$ cat config.mk
export PLATFORM = sky130hd
export DESIGN_NAME = pipe_ctrl_flat
export DESIGN_NICKNAME = d
export VERILOG_FILES = /design/src/rtl/pipe_ctrl_pkg.sv /design/src/rtl/pipe_ctrl_if.sv /design/src/rtl/pipe_scoreboard.sv /design/src/rtl/pipe_ctrl.sv /design/src/flat_wrapper.sv
export SDC_FILE = /design/constraint.sdc
export NUM_CORES = 1
export LEC_CHECK = 0
export CORE_MARGIN = 2
export CORE_UTILIZATION = 48
export DETAILED_ROUTE_END_ITERATION = 7
export GPL_TIMING_DRIVEN = 0
export PLACE_DENSITY = 0.77
export SLEW_MARGIN = 20
export SYNTH_ARGS = -nofsm -noshare
export SYNTH_HDL_FRONTEND = slang
export SYNTH_HIERARCHICAL = 1
export SYNTH_SLANG_ARGS = --single-unit
$ cat constraint.sdc
create_clock -name clk -period 3.2 [get_ports clk]
set_input_delay 0.64 -clock clk [delete_from_list [all_inputs] [get_ports clk]]
set_output_delay 0.64 -clock clk [all_outputs]
set_load 0.03 [all_outputs]
$ cat src/rtl/pipe_ctrl_pkg.sv
// Shared constants for the rua pipeline controller: stage indices, default
// register address width and the NOP encoding loaded by a flushed stage.
package pipe_ctrl_pkg;

    localparam int STAGE_IF  = 0;
    localparam int STAGE_ID  = 1;
    localparam int STAGE_EX  = 2;
    localparam int STAGE_MEM = 3;

    localparam int REG_AW_DEFAULT = 5;

    // addi x0, x0, 0
    localparam logic [31:0] NOP_INSN = 32'h0000_0013;

endpackage

$ cat src/rtl/pipe_ctrl_if.sv
// Handshake bundle between the pipeline stages and pipe_ctrl.
// PIPE_CTRL_PERF_EN adds the two performance counter outputs.
interface pipe_ctrl_if #(
    parameter int STAGES = 4,
    parameter int REG_AW = 5
);
    localparam int REGS = 2 ** REG_AW;

    logic [STAGES-1:0] pause_req;
    logic [STAGES-1:0] flush_req;
    logic [REG_AW-1:0] rs1_addr;
    logic              rs1_use;
    logic [REG_AW-1:0] rs2_addr;
    logic              rs2_use;
    logic              load_issue;
    logic [REG_AW-1:0] load_rd;
    logic              load_done;
    logic [REG_AW-1:0] load_done_rd;

    logic [STAGES-1:0] stage_en;
    logic [STAGES-1:0] stage_flush;
    logic [STAGES-1:0] bubble;
    logic              hazard;
    logic              load_block;
    logic [REGS-1:0]   pending;
    logic              stall_timeout;
`ifdef PIPE_CTRL_PERF_EN
    logic [31:0]       perf_stall_cycles;
    logic [31:0]       perf_flush_events;

    modport master (
        output pause_req, flush_req, rs1_addr, rs1_use, rs2_addr, rs2_use,
               load_issue, load_rd, load_done, load_done_rd,
        input  stage_en, stage_flush, bubble, hazard, load_block, pending,
               stall_timeout, perf_stall_cycles, perf_flush_events
    );
    modport slave (
        input  pause_req, flush_req, rs1_addr, rs1_use, rs2_addr, rs2_use,
               load_issue, load_rd, load_done, load_done_rd,
        output stage_en, stage_flush, bubble, hazard, load_block, pending,
               stall_timeout, perf_stall_cycles, perf_flush_events
    );
`else
    modport master (
        output pause_req, flush_req, rs1_addr, rs1_use, rs2_addr, rs2_use,
               load_issue, load_rd, load_done, load_done_rd,
        input  stage_en, stage_flush, bubble, hazard, load_block, pending,
               stall_timeout
    );
    modport slave (
        input  pause_req, flush_req, rs1_addr, rs1_use, rs2_addr, rs2_use,
               load_issue, load_rd, load_done, load_done_rd,
        output stage_en, stage_flush, bubble, hazard, load_block, pending,
               stall_timeout
    );
`endif

endinterface

$ cat src/rtl/pipe_scoreboard.sv
// Load-use scoreboard: one pending bit per register, an outstanding-load
// counter that limits in-flight loads, and the decode hazard compare.
module pipe_scoreboard
    import pipe_ctrl_pkg::*;
#(
    parameter int REG_AW  = REG_AW_DEFAULT,
    parameter int MAX_OUT = 2
) (
    input  logic                 clk,
    input  logic                 rst,
    input  logic [REG_AW-1:0]    rs1_addr,
    input  logic                 rs1_use,
    input  logic [REG_AW-1:0]    rs2_addr,
    input  logic                 rs2_use,
    input  logic                 load_issue,
    input  logic [REG_AW-1:0]    load_rd,
    input  logic                 load_done,
    input  logic [REG_AW-1:0]    load_done_rd,
    output logic                 hazard,
    output logic                 load_block,
    output logic [2**REG_AW-1:0] pending
);
    localparam int REGS = 2 ** REG_AW;
    localparam int CW   = $clog2(MAX_OUT + 1);

    logic [REGS-1:0]   pending_q, pending_d;
    logic [CW-1:0]     count_q, count_d;
    logic              issue_ok;
    logic [REG_AW-1:0] src_addr [2];
    logic [1:0]        src_use;
    logic [1:0]        src_hit;

    assign load_block = (count_q == CW'(MAX_OUT));
    assign issue_ok   = load_issue & ~load_block;
    assign pending    = pending_q;

    assign src_addr[0] = rs1_addr;
    assign src_addr[1] = rs2_addr;
    assign src_use     = {rs2_use, rs1_use};

    // A load writing back this cycle forwards its value, so it does not stall.
    for (genvar gi = 0; gi < 2; gi++) begin : g_src
        assign src_hit[gi] = src_use[gi] & (src_addr[gi] != '0) & pending_q[src_addr[gi]]
                           & ~(load_done & (load_done_rd == src_addr[gi]));
    end
    assign hazard = |src_hit;

    always_comb begin
        pending_d = pending_q;
        if (load_done) begin
            pending_d[load_done_rd] = 1'b0;
        end
        // Applied after the clear so a re-issue to the same rd stays pending.
        if (issue_ok && (load_rd != '0)) begin
            pending_d[load_rd] = 1'b1;
        end
        pending_d[0] = 1'b0;
    end

    always_comb begin
        count_d = count_q;
        case ({issue_ok, load_done})
            2'b10:   count_d = count_q + CW'(1);
            2'b01:   count_d = (count_q == '0) ? '0 : count_q - CW'(1);
            default: count_d = count_q;
        endcase
    end

    always_ff @(posedge clk or posedge rst) begin
        if (rst) begin
            pending_q <= '0;
            count_q   <= '0;
        end else begin
            pending_q <= pending_d;
            count_q   <= count_d;
        end
    end

endmodule

$ cat src/rtl/pipe_ctrl.sv
// Pipeline controller: per-stage enable/flush/bubble, scoreboard-driven stalls
// and a fetch-stall watchdog. Define PIPE_CTRL_PERF_EN for perf counters.
module pipe_ctrl
    import pipe_ctrl_pkg::*;
#(
    parameter int STAGES       = 4,
    parameter int REG_AW       = REG_AW_DEFAULT,
    parameter int DECODE_STAGE = STAGE_ID,
    parameter int EXEC_STAGE   = STAGE_EX,
    parameter int MAX_OUT      = 2,
    parameter int TIMEOUT      = 255
) (
    input logic        clk,
    input logic        rst,
    pipe_ctrl_if.slave bus
);
    localparam int TW = $clog2(TIMEOUT + 1);

    logic              hazard;
    logic              load_block;
    logic [STAGES-1:0] pause_eff;
    logic [STAGES-1:0] flush_raw;
    logic [STAGES-1:0] stall_mask;
    logic [STAGES-1:0] en_raw;
    logic [STAGES-1:0] stage_en;
    logic [TW-1:0]     timer_q, timer_d;
    logic              stall_timeout_q, stall_timeout_d;

    pipe_scoreboard #(
        .REG_AW  (REG_AW),
        .MAX_OUT (MAX_OUT)
    ) u_scoreboard (
        .clk          (clk),
        .rst          (rst),
        .rs1_addr     (bus.rs1_addr),
        .rs1_use      (bus.rs1_use),
        .rs2_addr     (bus.rs2_addr),
        .rs2_use      (bus.rs2_use),
        .load_issue   (bus.load_issue),
        .load_rd      (bus.load_rd),
        .load_done    (bus.load_done),
        .load_done_rd (bus.load_done_rd),
        .hazard       (hazard),
        .load_block   (load_block),
        .pending      (bus.pending)
    );

    assign pause_eff = bus.pause_req
                     | (STAGES'(hazard) << DECODE_STAGE)
                     | (STAGES'(load_block) << EXEC_STAGE);

    // A flushed stage's own stall is irrelevant: its contents are being discarded.
    assign stall_mask = pause_eff & ~flush_raw;

    for (genvar gi = 0; gi < STAGES; gi++) begin : g_stage
        if (gi == STAGES - 1) begin : g_oldest
            assign flush_raw[gi] = 1'b0;
        end else begin : g_younger
            assign flush_raw[gi] = |bus.flush_req[STAGES-1:gi+1];
        end
        assign en_raw[gi] = ~|stall_mask[STAGES-1:gi];
        if (gi == 0) begin : g_fetch
            assign bus.bubble[gi] = 1'b0;
        end else begin : g_bubble
            assign bus.bubble[gi] = stage_en[gi] & ~stage_en[gi-1];
        end
    end

    assign stage_en        = rst ? '0 : en_raw;
    assign bus.stage_en    = stage_en;
    assign bus.stage_flush = rst ? '1 : flush_raw;
    assign bus.hazard      = hazard;
    assign bus.load_block  = load_block;
    assign bus.stall_timeout = stall_timeout_q;

    always_comb begin
        timer_d = timer_q;
        if (stage_en[0]) begin
            timer_d = '0;
        end else if (timer_q != TW'(TIMEOUT)) begin
            timer_d = timer_q + TW'(1);
        end
        stall_timeout_d = stall_timeout_q | (timer_d == TW'(TIMEOUT));
    end

    always_ff @(posedge clk or posedge rst) begin
        if (rst) begin
            timer_q         <= '0;
            stall_timeout_q <= 1'b0;
        end else begin
            timer_q         <= timer_d;
            stall_timeout_q <= stall_timeout_d;
        end
    end

`ifdef PIPE_CTRL_PERF_EN
    logic [31:0] perf_stall_q, perf_stall_d;
    logic [31:0] perf_flush_q, perf_flush_d;

    always_comb begin
        perf_stall_d = perf_stall_q + (stage_en[0] ? 32'd0 : 32'd1);
        perf_flush_d = perf_flush_q + ((|bus.flush_req) ? 32'd1 : 32'd0);
    end

    always_ff @(posedge clk or posedge rst) begin
        if (rst) begin
            perf_stall_q <= '0;
            perf_flush_q <= '0;
        end else begin
            perf_stall_q <= perf_stall_d;
            perf_flush_q <= perf_flush_d;
        end
    end

    assign bus.perf_stall_cycles = perf_stall_q;
    assign bus.perf_flush_events = perf_flush_q;
`endif

endmodule

$ cat src/flat_wrapper.sv
// flat-port wrapper written by rule: the top's interface ports become plain ports
module pipe_ctrl_flat import pipe_ctrl_pkg::*;
#(
    parameter int STAGES       = 4,
    parameter int REG_AW       = REG_AW_DEFAULT,
    parameter int DECODE_STAGE = STAGE_ID,
    parameter int EXEC_STAGE   = STAGE_EX,
    parameter int MAX_OUT      = 2,
    parameter int TIMEOUT      = 255
)
  (clk, rst, bus_pause_req, bus_flush_req, bus_rs1_addr, bus_rs1_use, bus_rs2_addr, bus_rs2_use, bus_load_issue, bus_load_rd, bus_load_done, bus_load_done_rd, bus_stage_en, bus_stage_flush, bus_bubble, bus_hazard, bus_load_block, bus_pending, bus_stall_timeout);
  pipe_ctrl_if #(.STAGES(STAGES), .REG_AW(REG_AW)) bus_i ();
  input logic clk;
  input logic rst;
  input wire logic [$bits(bus_i.pause_req)-1:0] bus_pause_req;
  input wire logic [$bits(bus_i.flush_req)-1:0] bus_flush_req;
  input wire logic [$bits(bus_i.rs1_addr)-1:0] bus_rs1_addr;
  input wire logic [$bits(bus_i.rs1_use)-1:0] bus_rs1_use;
  input wire logic [$bits(bus_i.rs2_addr)-1:0] bus_rs2_addr;
  input wire logic [$bits(bus_i.rs2_use)-1:0] bus_rs2_use;
  input wire logic [$bits(bus_i.load_issue)-1:0] bus_load_issue;
  input wire logic [$bits(bus_i.load_rd)-1:0] bus_load_rd;
  input wire logic [$bits(bus_i.load_done)-1:0] bus_load_done;
  input wire logic [$bits(bus_i.load_done_rd)-1:0] bus_load_done_rd;
  output wire logic [$bits(bus_i.stage_en)-1:0] bus_stage_en;
  output wire logic [$bits(bus_i.stage_flush)-1:0] bus_stage_flush;
  output wire logic [$bits(bus_i.bubble)-1:0] bus_bubble;
  output wire logic [$bits(bus_i.hazard)-1:0] bus_hazard;
  output wire logic [$bits(bus_i.load_block)-1:0] bus_load_block;
  output wire logic [$bits(bus_i.pending)-1:0] bus_pending;
  output wire logic [$bits(bus_i.stall_timeout)-1:0] bus_stall_timeout;
  assign bus_i.pause_req = bus_pause_req;
  assign bus_i.flush_req = bus_flush_req;
  assign bus_i.rs1_addr = bus_rs1_addr;
  assign bus_i.rs1_use = bus_rs1_use;
  assign bus_i.rs2_addr = bus_rs2_addr;
  assign bus_i.rs2_use = bus_rs2_use;
  assign bus_i.load_issue = bus_load_issue;
  assign bus_i.load_rd = bus_load_rd;
  assign bus_i.load_done = bus_load_done;
  assign bus_i.load_done_rd = bus_load_done_rd;
  assign bus_stage_en = bus_i.stage_en;
  assign bus_stage_flush = bus_i.stage_flush;
  assign bus_bubble = bus_i.bubble;
  assign bus_hazard = bus_i.hazard;
  assign bus_load_block = bus_i.load_block;
  assign bus_pending = bus_i.pending;
  assign bus_stall_timeout = bus_i.stall_timeout;
  pipe_ctrl #(.STAGES(STAGES), .REG_AW(REG_AW), .DECODE_STAGE(DECODE_STAGE), .EXEC_STAGE(EXEC_STAGE), .MAX_OUT(MAX_OUT), .TIMEOUT(TIMEOUT)) u_core (.clk(clk), .rst(rst), .bus(bus_i));
endmodule
==> results of run 1 <==
-- synthesized netlist by cell type (4+ instances only) --
library cell	instances
nand2b_1	4
mux4_2	7
dfrtp_1	42
or2_2	4
nand2_1	11
nor3_1	6
or3b_2	4
ha_1	4
nand3_1	11
nand3b_1	10
mux4_1	7
clkbuf_1	4
mux2i_1	10
nor2_1	15
xor2_1	9
buf_4	4
o21ai_0	68
inv_1	9
-- what timing repair did --
action                     in CTS  in global routing
pin swaps                       5                  3
cloned                          1                  0
hold buffers                    0                  0
resized for setup              54                  9
setup endpoints to repair       6                  4
setup buffers                   4                  1
hold endpoints to repair        0                  0
-- stage by stage --
stage	setup TNS (ns)	util	std cells	total power [µW]	area (µm²)
4_1_cts	0	0.677	439	2520	3770
3_3_place_gp	-6.62	0.651	426	2110	3630
2_1_floorplan	-0.274	-	284	1620	2840
6_report	0	0.681	440	2530	3790
5_1_grt	-0.150	0.681	440	2670	3790
3_5_place_dp	-7.00	0.651	426	2150	3630
-- power groups by stage --
stage | logic, µW | registers (µW) | clock network, µW
after CTS | 1250 | 916 | 361
after detailed placement | 1220 | 922 | 0
after global routing | 1340 | 949 | 384
final | 1260 | 921 | 355
after floorplan | 498 | 1130 | 0
after global placement | 1190 | 915 | 0
-- kinds of logic after synthesis --
| group | count (synthesis) | share of synthesized area |
|---|---|---|
| compound gates | 90 | 0.184 |
| simple gates | 87 | 0.180 |
| flops | 42 | 0.373 |
| mux | 26 | 0.165 |
| buf+inv | 22 | 0.0435 |
| xor+xnor | 11 | 0.0342 |
| fa+ha+maj | 4 | 0.0178 |
| other cells | 2 | 0.00266 |
-- state kept, by name (all words and copies together), names as in the netlist --
register                     count
u_core/u_scoreboard/count_q      2
u_core/u_scoreboard/pending     31
u_core/timer_q                   8
u_core/bus.stall_timeout         1
-- per-layer routing --
metal,vias to the layer above,wire length [µm],track usage,part of all wire
met2,137,4220,0.458,0.51
met4,0,129,0.108,0.016
li1,1238,-,-,-
met3,20,630,0.0360,0.076
met1,1296,3330,0.339,0.40
met5,-,0,0,0
-- layout make-up --
type	instances	share of cell area
Buffer	13	0.0254
Clock buffer	7	0.0228
Clock inverter	1	0.00132
Inverter	9	0.00891
Multi-Input combinational cell	220	0.445
Sequential cell	42	0.277
Tap cell	72	0.0237
Timing Repair Buffer	76	0.196
-- critical path, stage by stage --
cell and delay (ns):
buf_8 0.08, buf_8 0.12, mux4_2 0.52, mux2i_2 0.21, mux4_2 0.30, o22ai_4 0.08, nor2_4 0.19, nor2_2 0.07
nor4_2 0.13, buf_4 0.20
-- worst paths after layout --
kind	startpoint	end	slack, ns
max reg2reg	u_core/u_scoreboard/pending[16]	u_core/bus.stall_timeout	0.72
max	bus_rs2_addr[0]	bus_bubble[1]	0.008
max in group asynchronous	rst	u_core/u_scoreboard/count_q[1]	1.82
min	u_core/bus.stall_timeout	u_core/bus.stall_timeout	0.48
min reg2reg	u_core/bus.stall_timeout	u_core/bus.stall_timeout	0.48
min in group asynchronous	rst	u_core/timer_q[4]	0.77
==> key figures, run 1 <==
Logic synthesis
  • #FFs+latches synth: 42
  • Syn Std Cell Area: between 2000 and 3000 µm²
  • Post-synth EDFFs: 0
  • Avg Cell Area, Syn: 9.93 µm²
  • Sequential-to-total area share from yosys stat: 0.373
  • Top post-synthesis cells by area: dfrtp_1, o21ai_0, mux4_1
  • Netlist cell types: 52
  • Most used DFF post-synth: dfrtp_1
  • Leading area contributor after synthesis: dfrtp_1
  • Synth warnings: 6
  • Syn_nets: about 320
  • Share of flip-flops with an asynchronous set or reset: 1.00
  • Synth Instances: 284
  • Top cell type's share of synthesized area: 0.373

Timing
  • Final hold vios: 0
  • Clock skew: roughly 0.010 ns
  • Crit share post-route: 0.998
  • Setup violations, final: 0
  • Fin Hold WS: roughly 0.48 ns
  • Slew @ Worst Pin: around 0.70 ns
  • RSZ-0062 raised after global routing: true
  • Fmax: around 0.31 GHz
  • Max-slew violation count: 0
  • Final Critical Period: 3.19 ns
  • Worst setup margin: 0.00797 ns
  • Slew headroom: 0.533

Power
  • Psw: between 1000 and 1500 µW
  • Leakage: approximately 0.0015 µW
  • Int Pwr: between 1000 and 1500 µW
  • Peak VDD IR: between 400 and 500 µV
  • Sequential power share: 0.364
  • Clock network power share: 0.140
  • Sw Ratio: 0.426
  • Pwr Density: 667 nW/µm²
  • Combinational Power Share: 0.496

Layout
  • Share of layout cells above drive strength 1: 0.188
  • Reg area: approximately 1100 µm²
  • Diode count: 0
  • Multi-input logic area: between 1500 and 2000 µm²
  • Synthesis-to-finish area growth: 34.6%
  • Commonest non-fill, non-tap cells in the layout: o21ai_0, clkdlybuf4s50_1, dfrtp_1, nor2_1
  • Final #Nets: 405
  • # fillers: 438
  • Commonest non-fill, non-tap cell in the layout: o21ai_0

GRT
  • Initial antenna violation count: 0
  • Largest net degree at the start of global routing: 34
  • Total track usage: 0.267
  • First-pass GRT wire length: about 13 mm
  • Number of global-route vias before repair: roughly 2600
  • Grt ovf: 0

Critical path
  • Crit. End Element: output port
  • Crit path DAT: between 2 and 3 ns
  • Critical Path Start Type: input port
  • R2R cell count: 9
  • Crit Path Max Fanout: 5
  • WS Path Type: in -> out
  • Critical Path RT: between 2 and 3 ns

Route
  • DRC: 0
  • Via density per instance: slightly above 6
  • Total routed wirelength: 8.31 mm
  • Antenna Violating Nets Remaining: 0
  • DR iter-0 viols: between 200 and 250
  • First-pass DRT Iterations: 5
  • Routed WL per cell: roughly 19 µm
  • Routed vias: roughly 2700

Floorplan
  • Core Region: ~5600 µm²
  • IO Count: 81
  • Die Area: approximately 6500 µm²
  • Row cnt: 27
  • Initial Utilization: 0.506
  • Die Wd: between 80 and 90 µm
  • Die height: between 80 and 90 µm

Min path
  • Hold depth: 2
  • Hold crit path type: reg -> reg

Clocking
  • CTS sink count: 42
  • Clk Latency, worst-skew pair: 0.30 ns
  • Register clock-pin slew on the reported worst setup and hold paths: 0.08 ns
  • Clock root cell: clkbuf_8
  • Clk buf depth: 2
  • CTS tree: yes
  • CTS H-tree lvls: 2
  • TritonCTS Buffers: 5

Placed design
  • HPWL after DPL: ~6 mm
  • Worst-case setup slack after placement: -1.31 ns
  • Input/output buffers: 70
  • RD Place Congestion: approximately 0.9

Status
  • Status: completed

Run
  • MaxCap Viol Count: 0
No activity file was read; power rests on OpenSTA's default activity.
==> inputs of run 2 (changes only) <==
Settings changed: CORE_UTILIZATION 48 to 45, PLACE_DENSITY 0.77 to 0.72.
==> key figures, run 2 (synthesized netlist as in run 1, its figures left out) <==
Route
  • DR iter-0 viols: 226 (was 233)
  • Routed vias: 2612 (was 2691)
  • Via density per instance: 5.88 (was 6.12)
  • Routed WL per cell: 18.0 µm (was 18.9 µm)
  • Total routed wirelength: 7.99 mm (was 8.31 mm)
  • First-pass DRT Iterations: 4 (was 5)
  • Antenna Violating Nets Remaining: 0 (unchanged)
  • DRC: 0 (unchanged)

Critical path
  • Crit path max-delay family: multiplexers (unchanged)
  • Critical-path top delay cell: mux4_2 (unchanged)
  • Critical Path Start Type: input port (unchanged)
  • Total stage count of the critical path: 11 (was 10)
  • CP dominant cell by count: buf_4
  • Crit path DAT: 2.54 ns (was 2.55 ns)
  • Critical Path RT: 2.56 ns (about the same)
  • Worst Path Buf+Inv: 5 (was 3)
  • Crit. End Element: output port (unchanged)
  • CP cell instances: buf_8 -> buf_4 -> buf_4 -> mux4_2 -> mux2i_1 -> mux4_2 -> o22ai_4 -> nor2_4 -> buf_4 -> nor3_2 -> buf_4 (was buf_8 -> buf_8 -> mux4_2 -> mux2i_2 -> mux4_2 -> o22ai_4 -> nor2_4 -> nor2_2 -> nor4_2 -> buf_4)
  • WS Path Type: in -> out (unchanged)
  • R2R cell count: 9 (unchanged)
  • Max incr delay on CP: 0.50 ns (was 0.52 ns)
  • Crit Path Max Fanout: 4 (was 5)

Clocking
  • Hold_buf cts: 0 (unchanged)
  • Clk buf depth: 2 (unchanged)
  • CTS H-tree lvls: 2 (unchanged)
  • CTS sink count: 42 (unchanged)
  • CTS tree: yes (unchanged)
  • TritonCTS Buffers: 5 (unchanged)
  • Clock root cell: clkbuf_8 (unchanged)
  • Register clock-pin slew on the reported worst setup and hold paths: 0.08 ns (about the same)
  • Clk Latency, worst-skew pair: 0.29 ns (was 0.30 ns)

Layout
  • Post-Layout Cell Count: 444 (was 440)
  • Diode count: 0 (unchanged)
  • Synthesis-to-finish area growth: 36.1% (was 34.6%)
  • Share of layout cells above drive strength 1: 0.203 (was 0.188)
  • Multi-input logic area: 1690 µm² (about the same)
  • Final Util: 0.641 (was 0.681)
  • Reg area: 1050 µm² (unchanged)
  • Final #Nets: 406 (was 405)
  • Commonest non-fill, non-tap cells in the layout: o21ai_0, clkdlybuf4s50_1, dfrtp_1, buf_4 (was o21ai_0, clkdlybuf4s50_1, dfrtp_1, nor2_1)
  • # fillers: 484 (was 438)
  • Commonest non-fill, non-tap cell in the layout: o21ai_0 (unchanged)
  • Finished Cell Area: 3840 µm² (was 3790 µm²)
  • Max reg flops: 31 (unchanged)

Timing
  • Final setup TNS: 0 ns (unchanged)
  • Max-slew violation count: 0 (unchanged)
  • Slew headroom: 0.534 (was 0.533)
  • Final hold vios: 0 (unchanged)
  • Slew @ Worst Pin: 0.698 ns (was 0.699 ns)
  • Setup violations, final: 0 (unchanged)
  • Final Critical Period: 3.18 ns (was 3.19 ns)
  • Crit share post-route: 0.994 (was 0.998)
  • Fmax: 0.314 GHz (was 0.313 GHz)
  • RSZ-0062 raised after global routing: true (unchanged)
  • Clock skew: 0.00853 ns (was 0.0104 ns)

Floorplan
  • IO Count: 81 (unchanged)
  • Initial Utilization: 0.471 (was 0.506)
  • Die height: 83.1 µm (was 80.6 µm)
  • Core Region: 5990 µm² (was 5570 µm²)
  • Die Area: 6910 µm² (was 6500 µm²)
  • Die Wd: 83.1 µm (was 80.6 µm)
  • Row cnt: 28 (was 27)

Power
  • Pwr Density: 663 nW/µm² (was 667 nW/µm²)
  • Psw: 1050 µW (was 1080 µW)
  • Leakage: 0.00156 µW (was 0.00154 µW)
  • Combinational Power Share: 0.489 (was 0.496)
  • Peak VDD IR: 348 µV (was 495 µV)
  • Int Pwr: 1500 µW (was 1450 µW)
  • Sequential power share: 0.359 (was 0.364)
  • Sw Ratio: 0.411 (was 0.426)
  • Clock network power share: 0.152 (was 0.140)

GRT
  • Initial antenna violation count: 0 (unchanged)
  • Number of global-route vias before repair: 2641 (was 2555)
  • First-pass GRT wire length: 13.6 mm (was 13.0 mm)
  • Grt ovf: 0 (unchanged)
  • Total track usage: 0.241 (was 0.267)
  • Largest net degree at the start of global routing: 34 (unchanged)

Placed design
  • RD Place Congestion: 0.834 (was 0.909)
  • Placed Cells incl. Taps: 429 (was 426)
  • HPWL after DPL: 6.03 mm (was 6.18 mm)
  • Input/output buffers: 70 (unchanged)
  • Placement-stage cell area: 3630 µm² (about the same)

Run
  • MaxCap Viol Count: 0 (unchanged)

Status
  • Status: completed (unchanged)

Min path
  • Hold depth: 2 (unchanged)
  • Hold crit path type: reg -> reg (unchanged)
-- run 2: cell count changes in the layout (fill, tap and decap cells not counted), sizes merged --
cell | previous run | this run
clkinv | 1 | 0
buf | 21 | 23
dlymetal6s2s | 1 | 0
dlygate4sd2 | 4 | 6
clkdlybuf4s50 | 58 | 57
-- run 2: metal layers --
metal | part of all wire | global-route usage | wire length, µm | vias to the layer above
met5 | 0 | 0 | 0 | -
met4 | 0.0071 | 0.0432 | 57 | 0
met3 | 0.077 | 0.0676 | 617 | 6
met2 | 0.47 | 0.383 | 3780 | 102
met1 | 0.44 | 0.333 | 3530 | 1266
li1 | - | - | - | 1238
-- run 2: worst register-to-register path, stage by stage (launching register included) --
cell	delay, ns
dfrtp_1	0.46
mux4_2	0.26
mux2i_1	0.08
mux4_2	0.50
o22ai_4	0.25
nor2_4	0.08
a21oi_4	0.20
buf_4	0.14
o221ai_1	0.15
o41ai_2	0.35
-- run 2: repair_timing --
item | CTS | global route
gates resized for setup | 59 | 15
setup endpoints to repair | 6 | 4
buffers inserted | 4 | 2
cloned | 1 | 0
pin swaps | 10 | 8
hold endpoints to repair | 0 | 0
-- run 2: path summary, 6_finish.rpt --
check	start	to	slack, ns
setup / recovery	bus_rs2_addr[0]	bus_bubble[2]	0.02
max in group asynchronous	rst	u_core/u_scoreboard/pending[22]	1.80
hold reg to reg	u_core/bus.stall_timeout	u_core/bus.stall_timeout	0.47
setup reg to reg	u_core/u_scoreboard/pending[10]	u_core/bus.stall_timeout	0.63
hold / removal	u_core/bus.stall_timeout	u_core/bus.stall_timeout	0.47
min in group asynchronous	rst	u_core/timer_q[3]	0.79
-- run 2: power by group through the flow --
stage	Combinational (µW)	Sequential, µW	Clock [µW]
floorplan	498	1130	0
global placement	1190	914	0
detailed placement	1210	917	0
CTS	1240	908	397
global route	1340	941	415
finish	1250	914	386
-- run 2: final cells by class --
class,instances,area share
inverters,9,0.00880
multi-input cells,220,0.441
clock buffers,8,0.0287
repair buffers,77,0.196
plain buffers,13,0.0267
well taps,75,0.0245
flip-flops and latches,42,0.274
-- run 2: through the flow --
step | hold slack [ns] | power (µW) | setup WS [ns]
2_1_floorplan | 0.468 | 1620 | -0.205
4_1_cts | 0.491 | 2540 | -0.0136
6_report | 0.472 | 2550 | 0.0199
3_5_place_dp | 0.472 | 2130 | -1.26
5_1_grt | 0.524 | 2700 | -0.0492
3_3_place_gp | 0.460 | 2110 | -1.25
==> inputs of run 3 (changes only) <==
Settings changed: CORE_MARGIN 2 to not set.
==> key figures, run 3 (synthesized netlist as in run 1, its figures left out) <==
Layout
  • Finished Cell Area: 3830 µm² (was 3840 µm²)
  • Max reg flops: 31 (unchanged)
  • Diode count: 0 (unchanged)
  • Share of layout cells above drive strength 1: 0.205 (was 0.203)
  • Final Util: 0.639 (was 0.641)
  • Post-Layout Cell Count: 446 (was 444)
  • Commonest non-fill, non-tap cell in the layout: o21ai_0 (unchanged)
  • Commonest non-fill, non-tap cells in the layout: o21ai_0, clkdlybuf4s50_1, dfrtp_1, buf_4, mux4_2 (was o21ai_0, clkdlybuf4s50_1, dfrtp_1, buf_4)
  • Synthesis-to-finish area growth: 35.7% (was 36.1%)
  • Final #Nets: 409 (was 406)

Timing
  • Slew headroom: 0.544 (was 0.534)
  • Max-slew violation count: 0 (unchanged)
  • Fmax: 0.313 GHz (was 0.314 GHz)
  • Worst setup margin: 0.00976 ns (was 0.0199 ns)
  • Crit share post-route: 0.997 (was 0.994)
  • Final Critical Period: 3.19 ns (was 3.18 ns)
  • Slew @ Worst Pin: 0.683 ns (was 0.698 ns)
  • RSZ-0062 raised after global routing: true (unchanged)
  • Clock skew: 0.00531 ns (was 0.00853 ns)
  • Final hold vios: 0 (unchanged)
  • Setup violations, final: 0 (unchanged)

Route
  • DRC: 0 (unchanged)
  • Antenna Violating Nets Remaining: 0 (unchanged)
  • Total routed wirelength: 8.11 mm (was 7.99 mm)
  • First-pass DRT Iterations: 4 (unchanged)
  • Routed WL per cell: 18.2 µm (was 18.0 µm)
  • Via density per instance: 5.97 (was 5.88)
  • DR iter-0 viols: 299 (was 226)
  • Routed vias: 2664 (was 2612)

Run
  • MaxCap Viol Count: 0 (unchanged)

Placed design
  • HPWL after DPL: 6.07 mm (was 6.03 mm)
  • Placed Cells incl. Taps: 429 (unchanged)
  • Worst-case setup slack after placement: -1.25 ns (was -1.26 ns)
  • Placement-stage cell area: 3630 µm² (unchanged)
  • RD Place Congestion: 0.806 (was 0.834)
  • Input/output buffers: 70 (unchanged)

Critical path
  • Max incr delay on CP: 0.49 ns (was 0.50 ns)
  • Crit. End Element: output port (unchanged)
  • Crit Path Max Fanout: 8 (was 4)
  • Critical Path Start Type: input port (unchanged)
  • Critical-path top delay cell: mux4_2 (unchanged)
  • Critical Path Source: bus_rs2_addr[0] (unchanged)
  • R2r startpoint: u_core/u_scoreboard/pending[10] (unchanged)
  • CP dominant cell by count: mux4_2 (was buf_4)
  • Critical Path RT: 2.56 ns (about the same)
  • WS Path Type: in -> out (unchanged)
  • Crit path DAT: 2.55 ns (was 2.54 ns)
  • R2R cell count: 9 (unchanged)
  • CP cell instances: buf_8 -> buf_12 -> mux4_2 -> mux2i_1 -> mux4_2 -> o22ai_4 -> nor2_4 -> buf_6 -> nor3_2 -> buf_4 (was buf_8 -> buf_4 -> buf_4 -> mux4_2 -> mux2i_1 -> mux4_2 -> o22ai_4 -> nor2_4 -> buf_4 -> nor3_2 -> buf_4)
  • Reg2Reg Setup Slack: 0.69 ns (was 0.63 ns)
  • Worst r2r dst: u_core/bus.stall_timeout (unchanged)

GRT
  • First-pass GRT wire length: 12.6 mm (was 13.6 mm)
  • Total track usage: 0.256 (was 0.241)
  • Grt ovf: 0 (unchanged)
  • Largest net degree at the start of global routing: 34 (unchanged)
  • Initial antenna violation count: 0 (unchanged)
  • Number of global-route vias before repair: 2514 (was 2641)

Floorplan
  • Row cnt: 28 (unchanged)
  • IO Count: 81 (unchanged)
  • Initial Utilization: 0.471 (unchanged)
  • Die height: 81.1 µm (was 83.1 µm)
  • Die Area: 6580 µm² (was 6910 µm²)
  • Core Region: 5990 µm² (unchanged)
  • Die Wd: 81.1 µm (was 83.1 µm)

Power
  • Pwr Density: 652 nW/µm² (was 663 nW/µm²)
  • Peak VDD IR: 362 µV (was 348 µV)
  • Overall Power: 2490 µW (was 2550 µW)
  • Leakage: 0.00155 µW (was 0.00156 µW)

Clocking
  • Clk Latency, worst-skew pair: 0.29 ns (about the same)
  • Register clock-pin slew on the reported worst setup and hold paths: 0.07 ns (was 0.08 ns)
  • CTS H-tree lvls: 2 (unchanged)
  • Hold_buf cts: 0 (unchanged)
  • CTS sink count: 42 (unchanged)
  • Clk buf depth: 2 (unchanged)
  • CTS tree: yes (unchanged)
  • Clock root cell: clkbuf_8 (unchanged)
  • TritonCTS Buffers: 5 (unchanged)

Min path
  • Hold crit path type: reg -> reg (unchanged)
  • Worst Hold Launch: u_core/bus.stall_timeout (unchanged)
  • Worst Hold Endpoint: u_core/bus.stall_timeout (unchanged)
  • Hold depth: 2 (unchanged)

Status
  • Status: completed (unchanged)
-- run 3: changes by cell type in the layout (fill, tap and decap cells not counted), sizes merged --
cell	before	now
clkbuf	12	11
buf	23	26
-- run 3: critical path, delay by kind of cell --
family / cells / cell delay [ns]
and+or+nand+nor: 2 / 0.22
muxes: 3 / 0.92
AOI/OAI and AO/OA: 1 / 0.24
buffers and inverters: 4 / 0.53
-- run 3: per-stage QoR --
stage               setup TNS (ns)  hold slack [ns]
finish                           0            0.477
global placement             -5.94            0.449
detailed placement           -6.20            0.466
CTS                              0            0.484
floorplan                   -0.274            0.468
global route                -0.114            0.498
-- run 3: layout make-up --
type	instances	area, µm²
plain buffers	12	95.1
clock buffers	7	76.3
fillers	514	2160
inverters	9	33.8
multi-input cells	220	1680
flip-flops and latches	42	1050
well taps	75	93.8
repair buffers	81	792
-- run 3: repair_timing --
action,in CTS,in global routing
pin swaps,10,8
setup endpoints to repair,6,3
resized for setup,67,8
buffers inserted,9,2
-- run 3: report_power, final --
group / switching (µW) / internal, µW
clock: 163 / 150
sequential: 216 / 708
combinational: 677 / 578
-- run 3: worst max-delay path by stage --
stage | cells after the start | slack [ns] | end
after floorplan | 9 | -0.21 | bus_bubble[1]
after global placement | 10 | -1.24 | bus_stage_en[0]
after detailed placement | 10 | -1.25 | bus_stage_en[0]
after CTS | 11 | 0.008 | bus_bubble[1]
after global routing | 10 | -0.06 | bus_bubble[2]
final | 10 | 0.01 | bus_bubble[2]
-- run 3: metal layers --
metal  track usage  wire, µm  vias to the layer above
met5             0         0                        -
met4        0.0857       104                        0
met3        0.0483       572                       10
met2         0.409      3890                       87
met1         0.350      3540                     1324
li1              -         -                     1243
